--- src/rtl/fwd_scoreboard_pkg.sv ---
// Shared types for the forwarding scoreboard: producer classes, forward-mux selects, pipeline slot record.
// Select values match the existing forwardmux encodings.
package fwd_pkg;

  localparam int SEL_W     = 3;
  // Slots store rd at a fixed width; instances require REG_AW <= SLOT_RD_W.
  localparam int SLOT_RD_W = 8;

  typedef enum logic [1:0] {
    KIND_ALU  = 2'd0,
    KIND_LOAD = 2'd1,
    KIND_UIMM = 2'd2,
    KIND_BR   = 2'd3
  } prod_kind_t;

  typedef enum logic [SEL_W-1:0] {
    SEL_IDEX_RS    = 3'd0,
    SEL_EXMEM_ALU  = 3'd1,
    SEL_REGFILEMUX = 3'd2,
    SEL_MEM_RDATA  = 3'd3,
    SEL_MEM_UIMM   = 3'd4,
    SEL_CMP_BR     = 3'd5
  } fwd_sel_t;

  typedef struct packed {
    logic                 valid;
    logic [SLOT_RD_W-1:0] rd;
    logic                 wen;
    prod_kind_t           kind;
  } fwd_slot_t;

  localparam fwd_slot_t SLOT_EMPTY = '0;

endpackage

--- src/rtl/fwd_scoreboard_if.sv ---
// ID-stage issue/source bundle toward the scoreboard and its stall/select answers.
// master = decode stage, slave = scoreboard.
interface fwd_scoreboard_if
  import fwd_pkg::*;
#(
  parameter int NUM_SRC = 2,
  parameter int REG_AW  = 5
);
  logic                      issue_valid;
  logic [REG_AW-1:0]         issue_rd;
  logic                      issue_wen;
  prod_kind_t                issue_kind;
  logic [NUM_SRC*REG_AW-1:0] src_rs;
  logic [NUM_SRC-1:0]        src_used;
  logic                      pipe_freeze;
  logic                      flush;
  logic                      load_stall;
  logic [NUM_SRC*SEL_W-1:0]  fwd_sel;

  modport master (
    output issue_valid, issue_rd, issue_wen, issue_kind, src_rs, src_used, pipe_freeze, flush,
    input  load_stall, fwd_sel
  );

  modport slave (
    input  issue_valid, issue_rd, issue_wen, issue_kind, src_rs, src_used, pipe_freeze, flush,
    output load_stall, fwd_sel
  );
endinterface

--- src/rtl/fwd_scoreboard_match.sv ---
// One source channel: compares an ID operand against the EX and MEM producer slots.
// Purely combinational; the younger EX slot takes priority over MEM.
module fwd_match
  import fwd_pkg::*;
#(
  parameter int REG_AW = 5
) (
  input  fwd_slot_t         slot0,
  input  fwd_slot_t         slot1,
  input  logic [REG_AW-1:0] rs,
  input  logic              used,
  output fwd_sel_t          sel,
  output logic              load_hit
);

  logic [SLOT_RD_W-1:0] rs_ext;
  logic                 hit0;
  logic                 hit1;

  always_comb begin
    rs_ext             = '0;
    rs_ext[REG_AW-1:0] = rs;
  end

  assign hit0     = slot0.valid & slot0.wen & (slot0.rd != '0) & used & (slot0.rd == rs_ext);
  assign hit1     = slot1.valid & slot1.wen & (slot1.rd != '0) & used & (slot1.rd == rs_ext);
  assign load_hit = hit0 & (slot0.kind == KIND_LOAD);

  always_comb begin
    sel = SEL_IDEX_RS;
    if (hit0) begin
      // A load in EX resolves through the stall, so it leaves the select at idex_rs.
      case (slot0.kind)
        KIND_ALU:  sel = SEL_EXMEM_ALU;
        KIND_UIMM: sel = SEL_MEM_UIMM;
        KIND_BR:   sel = SEL_CMP_BR;
        default:   sel = SEL_IDEX_RS;
      endcase
    end else if (hit1) begin
      sel = SEL_REGFILEMUX;
    end
  end

endmodule

--- src/rtl/fwd_scoreboard.sv ---
// EX/MEM producer tracker: registered per-channel forward selects plus combinational load-use stall.
// pipe_freeze holds everything; define FWD_STATS_EN to add saturating stall/forward counters.
module fwd_scoreboard
  import fwd_pkg::*;
#(
  parameter int NUM_SRC = 2,
  parameter int REG_AW  = 5
) (
  input  logic              clk,
  input  logic              rst,
  fwd_scoreboard_if.slave   bus
`ifdef FWD_STATS_EN
  ,
  output logic [31:0]       stat_stalls,
  output logic [31:0]       stat_fwds
`endif
);

  fwd_slot_t                slot0_q, slot0_d;
  fwd_slot_t                slot1_q, slot1_d;
  logic [NUM_SRC*SEL_W-1:0] fwd_sel_q, fwd_sel_d;
  logic [NUM_SRC*SEL_W-1:0] sel_nxt;
  logic [NUM_SRC-1:0]       load_hit;
  fwd_slot_t                issue_slot;
  logic                     load_stall;

  for (genvar i = 0; i < NUM_SRC; i++) begin : g_ch
    fwd_sel_t ch_sel;

    fwd_match #(.REG_AW(REG_AW)) u_match (
      .slot0    (slot0_q),
      .slot1    (slot1_q),
      .rs       (bus.src_rs[i*REG_AW +: REG_AW]),
      .used     (bus.src_used[i]),
      .sel      (ch_sel),
      .load_hit (load_hit[i])
    );

    assign sel_nxt[i*SEL_W +: SEL_W] = ch_sel;
  end

  assign load_stall     = ~bus.flush & (|load_hit);
  assign bus.load_stall = load_stall;
  assign bus.fwd_sel    = fwd_sel_q;

  always_comb begin
    issue_slot                = SLOT_EMPTY;
    issue_slot.valid          = bus.issue_valid;
    issue_slot.rd[REG_AW-1:0] = bus.issue_rd;
    issue_slot.wen            = bus.issue_wen;
    issue_slot.kind           = bus.issue_kind;
  end

  always_comb begin
    slot0_d   = slot0_q;
    slot1_d   = slot1_q;
    fwd_sel_d = fwd_sel_q;
    if (!bus.pipe_freeze) begin
      slot1_d = slot0_q;
      if (bus.flush || load_stall || !bus.issue_valid) begin
        slot0_d   = SLOT_EMPTY;
        fwd_sel_d = '0;
      end else begin
        slot0_d   = issue_slot;
        fwd_sel_d = sel_nxt;
      end
    end
  end

  always_ff @(posedge clk or posedge rst) begin
    if (rst) begin
      slot0_q   <= SLOT_EMPTY;
      slot1_q   <= SLOT_EMPTY;
      fwd_sel_q <= '0;
    end else begin
      slot0_q   <= slot0_d;
      slot1_q   <= slot1_d;
      fwd_sel_q <= fwd_sel_d;
    end
  end

`ifdef FWD_STATS_EN
  logic [31:0] stat_stalls_q, stat_stalls_d;
  logic [31:0] stat_fwds_q, stat_fwds_d;

  always_comb begin
    stat_stalls_d = stat_stalls_q;
    stat_fwds_d   = stat_fwds_q;
    if (!bus.pipe_freeze) begin
      if (load_stall && (stat_stalls_q != '1)) stat_stalls_d = stat_stalls_q + 32'd1;
      if ((|fwd_sel_d) && (stat_fwds_q != '1)) stat_fwds_d = stat_fwds_q + 32'd1;
    end
  end

  always_ff @(posedge clk or posedge rst) begin
    if (rst) begin
      stat_stalls_q <= '0;
      stat_fwds_q   <= '0;
    end else begin
      stat_stalls_q <= stat_stalls_d;
      stat_fwds_q   <= stat_fwds_d;
    end
  end

  assign stat_stalls = stat_stalls_q;
  assign stat_fwds   = stat_fwds_q;
`endif

endmodule

--- src/flat_wrapper.sv ---
// flat-port wrapper written by rule: the top's interface ports become plain ports
module fwd_scoreboard_flat import fwd_pkg::*;
#(
  parameter int NUM_SRC = 2,
  parameter int REG_AW  = 5
)
  (clk, rst, bus_issue_valid, bus_issue_rd, bus_issue_wen, bus_issue_kind, bus_src_rs, bus_src_used, bus_pipe_freeze, bus_flush, bus_load_stall, bus_fwd_sel);
  fwd_scoreboard_if #(.NUM_SRC(NUM_SRC), .REG_AW(REG_AW)) bus_i ();
  input  logic clk;
  input  logic rst;
  input wire logic [$bits(bus_i.issue_valid)-1:0] bus_issue_valid;
  input wire logic [$bits(bus_i.issue_rd)-1:0] bus_issue_rd;
  input wire logic [$bits(bus_i.issue_wen)-1:0] bus_issue_wen;
  input wire logic [$bits(bus_i.issue_kind)-1:0] bus_issue_kind;
  input wire logic [$bits(bus_i.src_rs)-1:0] bus_src_rs;
  input wire logic [$bits(bus_i.src_used)-1:0] bus_src_used;
  input wire logic [$bits(bus_i.pipe_freeze)-1:0] bus_pipe_freeze;
  input wire logic [$bits(bus_i.flush)-1:0] bus_flush;
  output wire logic [$bits(bus_i.load_stall)-1:0] bus_load_stall;
  output wire logic [$bits(bus_i.fwd_sel)-1:0] bus_fwd_sel;
  assign bus_i.issue_valid = bus_issue_valid;
  assign bus_i.issue_rd = bus_issue_rd;
  assign bus_i.issue_wen = bus_issue_wen;
  assign bus_i.issue_kind = bus_issue_kind;
  assign bus_i.src_rs = bus_src_rs;
  assign bus_i.src_used = bus_src_used;
  assign bus_i.pipe_freeze = bus_pipe_freeze;
  assign bus_i.flush = bus_flush;
  assign bus_load_stall = bus_i.load_stall;
  assign bus_fwd_sel = bus_i.fwd_sel;
  fwd_scoreboard #(.NUM_SRC(NUM_SRC), .REG_AW(REG_AW)) u_core (.clk(clk), .rst(rst), .bus(bus_i));
endmodule
--- config.mk ---
export PLATFORM = sky130hd
export DESIGN_NAME = fwd_scoreboard_flat
export DESIGN_NICKNAME = d
export VERILOG_FILES = /design/src/rtl/fwd_scoreboard_pkg.sv /design/src/rtl/fwd_scoreboard_if.sv /design/src/rtl/fwd_scoreboard_match.sv /design/src/rtl/fwd_scoreboard.sv /design/src/flat_wrapper.sv
export SDC_FILE = /design/constraint.sdc
export NUM_CORES = 1
export LEC_CHECK = 0
export ABC_AREA = 1
export CAP_MARGIN = 10
export CORE_ASPECT_RATIO = 1.2
export CORE_UTILIZATION = 46
export CTS_CLUSTER_SIZE = 14
export DETAILED_ROUTE_END_ITERATION = 12
export PLACE_DENSITY_LB_ADDON = 0.05
export SKIP_LAST_GASP = 1
export SYNTH_ARGS = -nofsm -noshare
export SYNTH_HDL_FRONTEND = slang
export SYNTH_SLANG_ARGS = --single-unit
--- constraint.sdc ---
create_clock -name clk -period 1.4 [get_ports clk]
set_clock_uncertainty 0.15 [all_clocks]
set_input_delay 0.21 -clock clk [delete_from_list [all_inputs] [get_ports clk]]
set_output_delay 0.21 -clock clk [all_outputs]
set_load 0.02 [all_outputs]
======== After elaboration in Yosys (flattened, before gate mapping) ========
Cells that the tools add are included.
cells by class
  equal/unequal tests ..................... 7
  multiplexer cells ....................... 7
  bitwise gates (word level) .............. 16
  reductions and logical operators ........ 7
operator list
  cell                                           count
  == test 8 x 5 -> 1 bit                         4
  nonzero test 8 bit                             2
  bitwise AND 1 bit                              15
  2-to-1 mux 12 bit                              1
  one-hot mux 3 bit (3 select lines)             1
  2-to-1 mux 3 bit                               2
  2-to-1 mux 6 bit                               1
  == test 2 bit, second input constant           2
  2-to-1 mux 2 bit                               2
  == test 2 x 1 -> 1 bit, second input constant  1
  logical NOT 2 bit                              1
  logical OR 1 bit                               2
  OR reduction 2 bit                             1
  logical NOT 1 bit                              1
  inverter 1 bit                                 1
storage, ports and cells
  register bits after elaboration ......... 28
  output and inout port bits .............. 7
  word-level logic and storage cells ...... 45

======== Depth between registers and ports, before layout ========
Gate-level depths: netlist (run 1).
  depth in word-level cells ............... 10
  mapped depth ............................ 11
  gate-level depth less buffers ........... 10

======== Modules after synthesis ========
From an unflattened synthesis (run 1), not the netlist that was laid out.
second synthesis, totals
  cells, all modules ...................... 266
  area, all modules ....................... 1780.5 um^2
modules (own cells, without submodules)
  module                              times used  cells each  area each (um^2)  sequential area each (um^2)
  fwd_scoreboard                      1           109         1018.5            600.6
  fwd_match (u_core.g_ch[0].u_match)  1           79          384.1             0.0
  fwd_match (u_core.g_ch[1].u_match)  1           78          377.9             0.0

======== Worst setup path after synthesis (run 1) ========
OpenSTA, ideal clock, no wires.
  path type ............................... flip-flop to output port
  start ................................... register u_core.slot0_q[7] in the netlist's numbering
  end ..................................... output bus_load_stall
  arrival time ............................ 1.297 ns
  required time ........................... 1.040 ns
  setup slack ............................. -0.257 ns
  stages on the path, launching flop included .. 11
  path buffers ............................ 1
  cell sequence ........................... dfrtp_1 -> inv_1 -> nand2_1 -> nand2_1 -> nand2_1 -> nor2_2 -> nand3_2 -> nand2_2 -> nand2_4 -> buf_6 -> nor2_2
between the ends
  word-level cells in the longest chain between the ends .. 7
  elaborated cells on any way between the ends .. 12
  classes of those cells .................. 2 x eq/ne; 8 x bitwise; 2 x reduce/logical
ends and longest elaborated chain
  what                             RTL line                    text
  start, declared                  fwd_scoreboard.sv:19        fwd_slot_t slot0_q, slot0_d;
  start signal, assigned           fwd_scoreboard.sv:76        slot0_q <= slot0_d;
  nonzero test 8 bit               fwd_scoreboard_match.sv:25  assign hit0 = slot0.valid & slot0.wen & (slot0.rd != '0) & used & (slot0.rd == rs_ext);
  bitwise AND 1 bit (3 in series)  fwd_scoreboard_match.sv:25
  bitwise AND 1 bit                fwd_scoreboard_match.sv:27  assign load_hit = hit0 & (slot0.kind == KIND_LOAD);
  OR reduction 2 bit (*)           fwd_scoreboard.sv:42        assign load_stall = ~bus.flush & (|load_hit);
  bitwise AND 1 bit (*)            fwd_scoreboard.sv:42
  end, declared                    flat_wrapper.sv:19          output wire logic [$bits(bus_i.load_stall)-1:0] bus_load_stall;
Mark *: on every way between the ends. The rest lies on a longest branch, timed or not.

======== Final worst setup path (run 1) ========
Ends and elaborated chain as after synthesis.

==> results.py, run 1 <==
metrics = {
    "place": {
        "dp_cells": 326,
        "hpwlAfterDp_um": 2930,
        "dp_slack_ns": -0.950,
        "portBuffers": 31,
        "place.gp.congestion": 0.870,
    },
    "cts": {
        "numCtsBuffers": 3,
        "cts_root_buf": "clkbuf_4",
        "cts_hold_buf": 0,
        "insertion_delay_ns": 0.31,
        "cts_max_level": 1,
        "cts_sinks": 22,
        "cts_max_path_buffers": 2,
        "tritoncts": "built",
        "path_clk_slew_ns": 0.12,
    },
    "sta": {
        "rsz0062_at_grt": "yes",
        "finalSetupViolations": 16,
        "timing.fmax_mhz": 500,
        "setup_slack_ns": -0.601,
        "slew_violations": 0,
        "final.period_utilization": 1.43,
        "finalCriticalPeriod_ns": 2.00,
        "worst_slew_pin_slew_ns": 0.310,
        "hold_ws_ns": 0.0788,
        "slew_headroom": 0.793,
        "fin_setup_tns_ns": -6.18,
        "hold_viol_final": 0,
    },
    "synth": {
        "ys_warn_count": 0,
        "synth_edf_count": 0,
        "netlist_area_um2": 1530,
        "synth-seq-cells": 22,
        "yosys.area.top_type": "dfrtp_1",
        "yosys-top-cells-area": "dfrtp_1 (36%), nand2_1 (23%), nand3_2 (6.5%)",
        "yosysTopAreaCellShare": 0.360,
        "syn_avg_cell_area_um2": 6.74,
        "synth_cell_types": 24,
        "ys.flop_type": "dfrtp_1",
        "netlist_instances": 227,
        "synthArstFlopShare": 1.00,
        "syn-num-nets": 256,
        "seq_area_frac_synth": 0.360,
    },
    "layout": {
        "area_growth_syn_to_layout_pct": 50.4,
        "post-route-util": 0.740,
        "nNetsFinal": 333,
        "insertedDiodeCount": 0,
        "final_cells": 338,
        "fill_cells": 254,
        "drive_gt1_frac": 0.318,
    },
    "global_routing": {
        "grt_use_total": 0.232,
        "grt_pass1_vias": 1393,
        "overflow": 0,
        "grt_pass1_wl_um": 6080,
        "antenna_found_initial": 0,
        "grt_max_degree": 23,
    },
    "drt": {
        "drc_errors": 0,
        "met2WireLength_um": 2050,
        "routed-wl-met3_um": 135,
        "routed_wl_um": 4150,
        "via_count": 1644,
        "drt_iter0_markers": 40,
        "met1_length_um": 1910,
        "avgViaCountPerCell": 4.86,
        "topRoutingLayerUsed": "met4",
        "dr.pass1.iters": 4,
        "drt-wirelength-per-cell_um": 12.3,
        "antenna_left": 0,
    },
    "setup_path": {
        "r2r_cells": 12,
        "crit_type": "register to output pin",
        "path_delay_family": "simple AND/OR/NAND/NOR gates",
        "r2r_start": "u_core.slot0_q[7]$_DFFE_PP0N_",
        "path_max_fanout": 5,
        "path_buf_inv": 2,
        "cp.arrival_ns": 1.64,
        "cp-end-kind": "output pin",
        "start_kind": "register",
        "worstSetupPathDepth": 10,
        "critical_path_required_ns": 1.04,
        "critPathMaxStageDelay_ns": 0.47,
        "crit_path_cell_trace": "inv_2, nand2_2, nand2_1, nand2_1, nor2_2, nand3_2, nand2_2, nand2_4, nor2_4, buf_6",
        "crit_path_start": "u_core.slot0_q[7]$_DFFE_PP0N_",
        "crit_path_top_delay_cell": "dfrtp_2",
    },
    "floorplanning": {
        "rows": 22,
        "pin_count": 32,
        "fp.dieH_um": 65.2,
        "die_w_um": 54.7,
        "die-area_um2": 3560,
        "initial_core_util": 0.492,
        "core_area_um2": 3110,
    },
    "worst_hold_path": {
        "hp-class": "input pin to async pin",
    },
    "flow_run": {
        "maxCapViolations": 0,
    },
    "pwr": {
        "pwr-share-clk": 0.210,
        "pwr-share-seq": 0.508,
        "powerDensity_nw_per_um2": 599,
        "power.internal_uw": 969,
        "p_switching_uw": 410,
        "comb_power_share": 0.281,
        "ir_drop_uv": 620,
        "switching_share": 0.297,
        "p_leak_uw": 0.00124,
    },
    "run_status": {
        "run_status": "finished, violations left",
        "violations": "setup timing",
    },
}
cell families (layout without fill, tap and decap cells):
kind of cell,count (synthesis),after routing,synth area share
XOR/XNOR,2,2,0.0114
multiplexers,2,2,0.0147
adder cells (fa/ha/maj),4,4,0.0327
buffers and inverters,35,110,0.0940
AND/OR/NAND/NOR,148,148,0.436
AO/OA/AOI/OAI,14,14,0.0515
flip-flops,22,22,0.360
state kept, by name, indices dropped and copies added (netlist names):
signal	cells
u_core.slot1_q	7
u_core.slot0_q	9
u_core.bus.fwd_sel	6
Yosys cell counts, types with 2 or more instances:
master	instances
inv_2	6
mux2_2	2
dfrtp_1	22
nor2_1	21
a21oi_1	4
xnor2_1	2
nor2_2	4
nand2_1	95
nand3_1	14
ha_1	4
o21ai_0	7
inv_1	24
nand2_2	2
nand3_2	10
routing by layer:
layer  global-route usage  vias to the layer above
met1                0.314                      756
met3               0.0208                        6
met5                    0                        -
met2                0.381                       36
li1                     -                      846
met4               0.0673                        0
placed cells by master, fill, tap and decap left out, types with 5 or more instances in the layout:
cell type | netlist | routed
buf_4 | 1 | 43
clkdlybuf4s50_1 | 0 | 24
dfrtp_1 | 22 | 17
dfrtp_2 | 0 | 5
inv_1 | 24 | 23
inv_2 | 6 | 7
nand2_1 | 95 | 89
nand2_2 | 2 | 8
nand3_1 | 14 | 12
nand3_2 | 10 | 12
nor2_1 | 21 | 18
o21ai_0 | 7 | 7
final cells by class:
cell class                 count  area, um2  share of cell area
clock buffer                   3       22.5             0.00979
inverter                      30        113              0.0489
multi-input combinational    170        883               0.384
sequential                    22        557               0.242
tap                           36       45.0              0.0196
timing repair buffer          77        681               0.296
tightest hold or removal path, cell delays in order:
cell and delay [ns]:
clkdlybuf4s50_1 0.39, inv_1 0.05, buf_4 0.29
stage by stage:
stage	total power, uW	area, um2
after floorplan	878	1540
after global placement	1070	2140
final	1380	2300
after CTS	1370	2180
after global routing	1460	2300
after detailed placement	1070	2140
timing repair:
action	4_1_cts	5_1_grt
cloned	0	1
gates resized for setup	15	28
hold endpoints to repair	0	0
setup endpoints to repair	22	22
buffers inserted	3	5
pin swaps	5	6
worst paths after layout:
check                                                    end  slack, ns
min                            u_core.slot1_q[2]$_DFFE_PP0N_       0.08
max in group asynchronous      u_core.slot0_q[7]$_DFFE_PP0N_       0.77
max                                           bus_load_stall      -0.60
min reg2reg                u_core.bus.fwd_sel[5]$_DFFE_PP0N_       0.35
min in group clk               u_core.slot0_q[6]$_DFFE_PP0N_       0.29
max reg2reg                    u_core.slot0_q[5]$_DFFE_PP0N_      -0.38
power by group through the flow:
| stage | combinational, uW | sequential [uW] | clock, uW |
|---|---|---|---|
| 2_1_floorplan | 176 | 702 | 0 |
| 3_3_place_gp | 360 | 708 | 0 |
| 3_5_place_dp | 363 | 709 | 0 |
| 4_1_cts | 370 | 697 | 302 |
| 5_1_grt | 430 | 705 | 329 |
| 6_report | 388 | 701 | 290 |
No activity file was read; power rests on OpenSTA's default activity.
==> run 2, diff against run 1 <==
--- a/config.mk
+++ b/config.mk
@@ -8,10 +8,11 @@
 export ABC_AREA = 1
 export CAP_MARGIN = 10
 export CORE_ASPECT_RATIO = 1.2
-export CORE_UTILIZATION = 46
+export CORE_UTILIZATION = 51
 export CTS_CLUSTER_SIZE = 14
 export DETAILED_ROUTE_END_ITERATION = 12
 export PLACE_DENSITY_LB_ADDON = 0.05
+export SKIP_CTS_REPAIR_TIMING = 1
 export SKIP_LAST_GASP = 1
 export SYNTH_ARGS = -nofsm -noshare
 export SYNTH_HDL_FRONTEND = slang
==> constraint.sdc (replaced) <==
create_clock -name clk -period 2.6 [get_ports clk]
set_clock_uncertainty 0.15 [all_clocks]
set_input_delay 0.39 -clock clk [delete_from_list [all_inputs] [get_ports clk]]
set_output_delay 0.39 -clock clk [all_outputs]
set_load 0.02 [all_outputs]
==> run 2 against run 1 <==
Total power fell by 46%. Cell area fell by 10%. Clock power fell by 34%. Count of clock-buffer cells in the layout rose by 1. Critical endpoint unchanged. Wire length fell by 16%. Sequential share of layout area rose by 2.4 points. Critical path depth did not move. Largest cell class unchanged. The flow now finishes without violations. Sequential cell count did not move. Register-to-register slack improved by 1.3 ns.
==> results.py, run 2 (same netlist as run 1, synthesis figures left out) <==
metrics = {
    "run_status": {
        "run_status": "finished, final reports clean",
    },
    "setup_path": {
        "cp-end-kind": "output pin",
        "start_kind": "input pin",
        "critPathMaxStageDelay_ns": 0.52,
        "crit_type": "input pin to output pin",
        "r2r_start": "u_core.slot0_q[7]$_DFFE_PP0N_",
        "critPathMostFrequentCell": "nor2_2",
        "crit_path_top_delay_cell": "clkdlybuf4s50_1",
        "critical_path_required_ns": 2.06,
        "crit_path_cell_trace": "clkdlybuf4s50_1, inv_1, nand2_1, nand3_1, nor2_2, nand3_2, nand2_2, nand2_4, nor2_2, dlymetal6s2s_1",
        "cp.arrival_ns": 1.78,
        "path_max_fanout": 3,
        "r2r-end": "u_core.slot0_q[3]$_DFFE_PP0N_",
        "rrSetupSlack_ns": 0.91,
        "r2r_cells": 11,
    },
    "pwr": {
        "powerDensity_nw_per_um2": 360,
        "p_leak_uw": 0.00114,
        "ir_drop_uv": 346,
    },
    "place": {
        "hpwlAfterDp_um": 2860,
        "dp_slack_ns": -0.106,
        "portBuffers": 31,
        "placed_area_um2": 2030,
        "place.gp.congestion": 0.935,
    },
    "sta": {
        "hold_ws_ns": 0.257,
        "final.period_utilization": 0.891,
        "fin_setup_tns_ns": 0,
        "finalCriticalPeriod_ns": 2.32,
        "rsz0062_at_grt": "no",
        "setup_slack_ns": 0.284,
        "timing.fmax_mhz": 432,
        "hold_viol_final": 0,
        "slew_headroom": 0.684,
        "worst_slew_pin_slew_ns": 0.472,
        "slew_violations": 0,
        "finalSetupViolations": 0,
    },
    "global_routing": {
        "grt_pass1_vias": 1299,
        "grt_max_degree": 23,
        "grt_pass1_wl_um": 5550,
        "overflow": 0,
        "antenna_found_initial": 0,
        "grt_use_total": 0.235,
    },
    "floorplanning": {
        "core_area_um2": 2810,
        "die-area_um2": 3220,
        "rows": 21,
        "initial_core_util": 0.544,
        "pin_count": 32,
        "fp.dieH_um": 62.0,
        "die_w_um": 52.0,
    },
    "drt": {
        "dr.pass1.iters": 4,
        "routed_wl_um": 3480,
        "antenna_left": 0,
        "via_count": 1488,
        "drt-wirelength-per-cell_um": 11.1,
        "met2WireLength_um": 1660,
        "drc_errors": 0,
        "met1_length_um": 1680,
        "drt_iter0_markers": 48,
        "topRoutingLayerUsed": "met4",
        "avgViaCountPerCell": 4.72,
        "routed-wl-met3_um": 112,
    },
    "flow_run": {
        "maxCapViolations": 0,
    },
    "cts": {
        "numCtsBuffers": 3,
        "cts_root_buf": "clkbuf_4",
        "tritoncts": "built",
        "insertion_delay_ns": 0.31,
        "cts_max_path_buffers": 2,
        "cts_max_level": 1,
        "path_clk_slew_ns": 0.12,
        "cts_sinks": 22,
    },
    "layout": {
        "largest_register": "u_core.slot0_q",
        "post-route-util": 0.737,
        "largest_register_ff_count": 9,
        "insertedDiodeCount": 0,
        "layout_commonest_cell": "nand2_1",
        "fin_area_um2": 2070,
        "area_growth_syn_to_layout_pct": 35.3,
        "drive_gt1_frac": 0.196,
        "nNetsFinal": 311,
        "mostFrequentLayoutCells": "nand2_1 (95), clkdlybuf4s50_1 (30), inv_1 (24), buf_4 (24), dfrtp_1 (22)",
    },
    "worst_hold_path": {
        "hp-class": "input pin to async pin",
    },
}
==> run 2: changes by cell type in the layout (fill, tap and decap cells not counted), moves of 3 or more <==
cell	delta
buf_4	-19
clkdlybuf4s15_1	-4
clkdlybuf4s50_1	+6
dfrtp_1	+5
dfrtp_2	-5
nand2_1	+6
nand2_2	-6
nor2_1	+3
nor2_4	-3
==> run 2: area by class of cell <==
type                       instances  area [um2]
timing repair buffer              55         493
tap                               34        42.5
fill                             266         741
sequential                        22         551
multi-input combinational        170         836
clock buffer                       4        36.3
inverter                          30         113
==> run 2: worst max-delay path by stage <==
stage | from | to
after floorplan | u_core.slot0_q[7]$_DFFE_PP0N_ | bus_load_stall
after global placement | bus_src_rs[8] | bus_load_stall
after detailed placement | bus_src_rs[3] | bus_load_stall
after CTS | bus_src_rs[3] | bus_load_stall
after global routing | bus_src_rs[3] | bus_load_stall
final | bus_src_rs[0] | bus_load_stall
==> run 2: report_power, final <==
part | switching (uW) | internal (uW) | leakage, uW
Sequential | 18.5 | 358 | 0.000299
Combinational | 88.9 | 90.6 | 0.000821
Clock | 104 | 85.5 | 0.0000210
Total | 212 | 534 | 0.00114
==> run 2: critical path, delay by kind of cell <==
kind / cells / cell delay (ns)
AND/OR/NAND/NOR: 7 / 0.58
buffers and inverters: 3 / 0.81
==> run 2: metrics by stage <==
step	power, uW	instances
2_1_floorplan	473	227
3_3_place_gp	561	311
3_5_place_dp	564	311
4_1_cts	755	315
5_1_grt	794	315
6_report	746	315
==> run 2: routing by layer <==
layer	vias up	GRT usage
met4	0	0.0656
li1	801	-
met3	4	0.0292
met2	31	0.408
met1	652	0.307
met5	-	0
==> run 3, diff against run 2 <==
==> constraint.sdc (replaced) <==
create_clock -name clk -period 2.5 [get_ports clk]
set_clock_uncertainty 0.15 [all_clocks]
set_input_delay 0.375 -clock clk [delete_from_list [all_inputs] [get_ports clk]]
set_output_delay 0.375 -clock clk [all_outputs]
set_load 0.02 [all_outputs]
==> run 3 against run 2 <==
Count of clock-buffer cells in the layout stayed put. Utilization rose by 0.80 points. Cell count up 0.95%. Cell area rose by 1.1%. First-iteration DRC count down 19%. Die area stayed put. Register-to-register slack got worse by 0.11 ns.
==> results.py, run 3 (same netlist as run 1, synthesis figures left out) <==
metrics = {
    "setup_path": {
        "r2r-end": "u_core.slot0_q[1]$_DFFE_PP0N_",
        "crit_type": "input pin to output pin",
        "critical_path_required_ns": 1.98,
        "r2r_cells": 11,
        "cp.arrival_ns": 1.76,
        "cp-end-kind": "output pin",
        "path_max_fanout": 3,
        "start_kind": "input pin",
        "r2r_start": "u_core.slot0_q[7]$_DFFE_PP0N_",
        "rrSetupSlack_ns": 0.80,
    },
    "cts": {
        "numCtsBuffers": 3,
        "insertion_delay_ns": 0.32,
        "tritoncts": "built",
        "path_clk_slew_ns": 0.13,
        "cts_sinks": 22,
        "cts_max_level": 1,
        "cts_max_path_buffers": 2,
        "cts_root_buf": "clkbuf_4",
    },
    "floorplanning": {
        "die_w_um": 52.0,
        "fp.dieH_um": 62.0,
        "initial_core_util": 0.544,
        "core_area_um2": 2810,
        "rows": 21,
        "die-area_um2": 3220,
        "pin_count": 32,
    },
    "drt": {
        "dr.pass1.iters": 6,
        "drt_iter0_markers": 39,
        "avgViaCountPerCell": 4.77,
        "via_count": 1518,
        "drt-wirelength-per-cell_um": 11.7,
        "routed_wl_um": 3720,
        "antenna_left": 0,
        "drc_errors": 0,
    },
    "sta": {
        "fin_setup_tns_ns": 0,
        "final.period_utilization": 0.915,
        "hold_ws_ns": 0.218,
        "setup_slack_ns": 0.213,
        "slew_headroom": 0.779,
        "worst_slew_pin_slew_ns": 0.331,
        "hold_viol_final": 0,
        "timing.fmax_mhz": 437,
        "slew_violations": 0,
        "finalCriticalPeriod_ns": 2.29,
        "rsz0062_at_grt": "no",
        "finalSetupViolations": 0,
    },
    "place": {
        "portBuffers": 31,
        "place.gp.congestion": 0.956,
        "hpwlAfterDp_um": 2910,
        "placed_area_um2": 2050,
        "dp_slack_ns": -0.170,
    },
    "pwr": {
        "pwr-share-seq": 0.497,
        "p_switching_uw": 230,
        "ir_drop_uv": 281,
        "powerDensity_nw_per_um2": 377,
        "p_leak_uw": 0.00116,
        "comb_power_share": 0.245,
        "pwr-share-clk": 0.258,
        "switching_share": 0.291,
        "power.internal_uw": 560,
    },
    "layout": {
        "largest_register_ff_count": 9,
        "nNetsFinal": 314,
        "layout_commonest_cell": "nand2_1",
        "post-route-util": 0.745,
        "fin_area_um2": 2090,
        "fill_cells": 247,
        "insertedDiodeCount": 0,
        "area_growth_syn_to_layout_pct": 36.8,
        "largest_register": "u_core.slot0_q",
        "drive_gt1_frac": 0.204,
        "regArea_um2": 551,
        "mostFrequentLayoutCells": "nand2_1 (95), clkdlybuf4s50_1 (30), buf_4 (27), inv_1 (24), dfrtp_1 (22)",
        "multi_input_area_um2": 836,
    },
    "flow_run": {
        "maxCapViolations": 0,
    },
    "worst_hold_path": {
        "hp-class": "input pin to async pin",
    },
    "global_routing": {
        "overflow": 0,
        "grt_use_total": 0.256,
        "grt_pass1_wl_um": 5980,
        "antenna_found_initial": 0,
        "grt_pass1_vias": 1394,
        "grt_max_degree": 23,
    },
    "run_status": {
        "run_status": "finished, final reports clean",
    },
}
[run 3: cell count changes in the layout (fill, tap and decap cells not counted), sizes merged]
cell	before	now
buf	24	27
[run 3: critical path, stage by stage]
cell,delay [ns]
clkdlybuf4s50_1,0.48
inv_1,0.07
a21boi_0,0.15
nand2_1,0.09
nor2_2,0.11
nand3_2,0.08
nand2_2,0.08
nand2_4,0.05
nor2_2,0.06
dlymetal6s2s_1,0.22
[run 3: metrics by stage]
stage                     std cells  total power, uW
after CTS                       318              796
after detailed placement        314              591
after floorplan                 227              492
after global routing            318              836
final                           318              790
after global placement          314              589
[run 3: power groups by stage]
stage,clock network (uW),registers [uW],logic (uW)
after global routing,223,395,218
after detailed placement,0,399,192
final,204,393,193
after CTS,209,392,195
after floorplan,0,393,98.4
after global placement,0,399,190
[run 3: how the worst max path moves through the flow]
stage / from / slack (ns) / to / cells past startpoint
2_1_floorplan: u_core.slot0_q[7]$_DFFE_PP0N_ / 0.68 / bus_load_stall / 10
3_5_place_dp: bus_src_rs[3] / -0.17 / bus_load_stall / 10
4_1_cts: bus_src_rs[3] / -0.18 / bus_load_stall / 10
3_3_place_gp: bus_src_rs[3] / -0.15 / bus_load_stall / 10
5_1_grt: bus_src_rs[3] / 0.08 / bus_load_stall / 10
6_report: bus_src_rs[3] / 0.21 / bus_load_stall / 10
[run 3: final cells by class]
class,count,area share
Sequential cell,22,0.263
Clock buffer,4,0.0173
Inverter,30,0.0538
Tap cell,34,0.0203
Multi-Input combinational cell,170,0.399
Timing Repair Buffer,58,0.246
[run 3: per-layer routing]
| layer | up-vias | global-route usage | part of all wire |
|---|---|---|---|
| met3 | 7 | 0.0341 | 0.035 |
| met5 | - | 0 | 0 |
| met4 | 0 | 0.0927 | 0.018 |
| met2 | 34 | 0.451 | 0.48 |
| met1 | 670 | 0.321 | 0.46 |
| li1 | 807 | - | - |
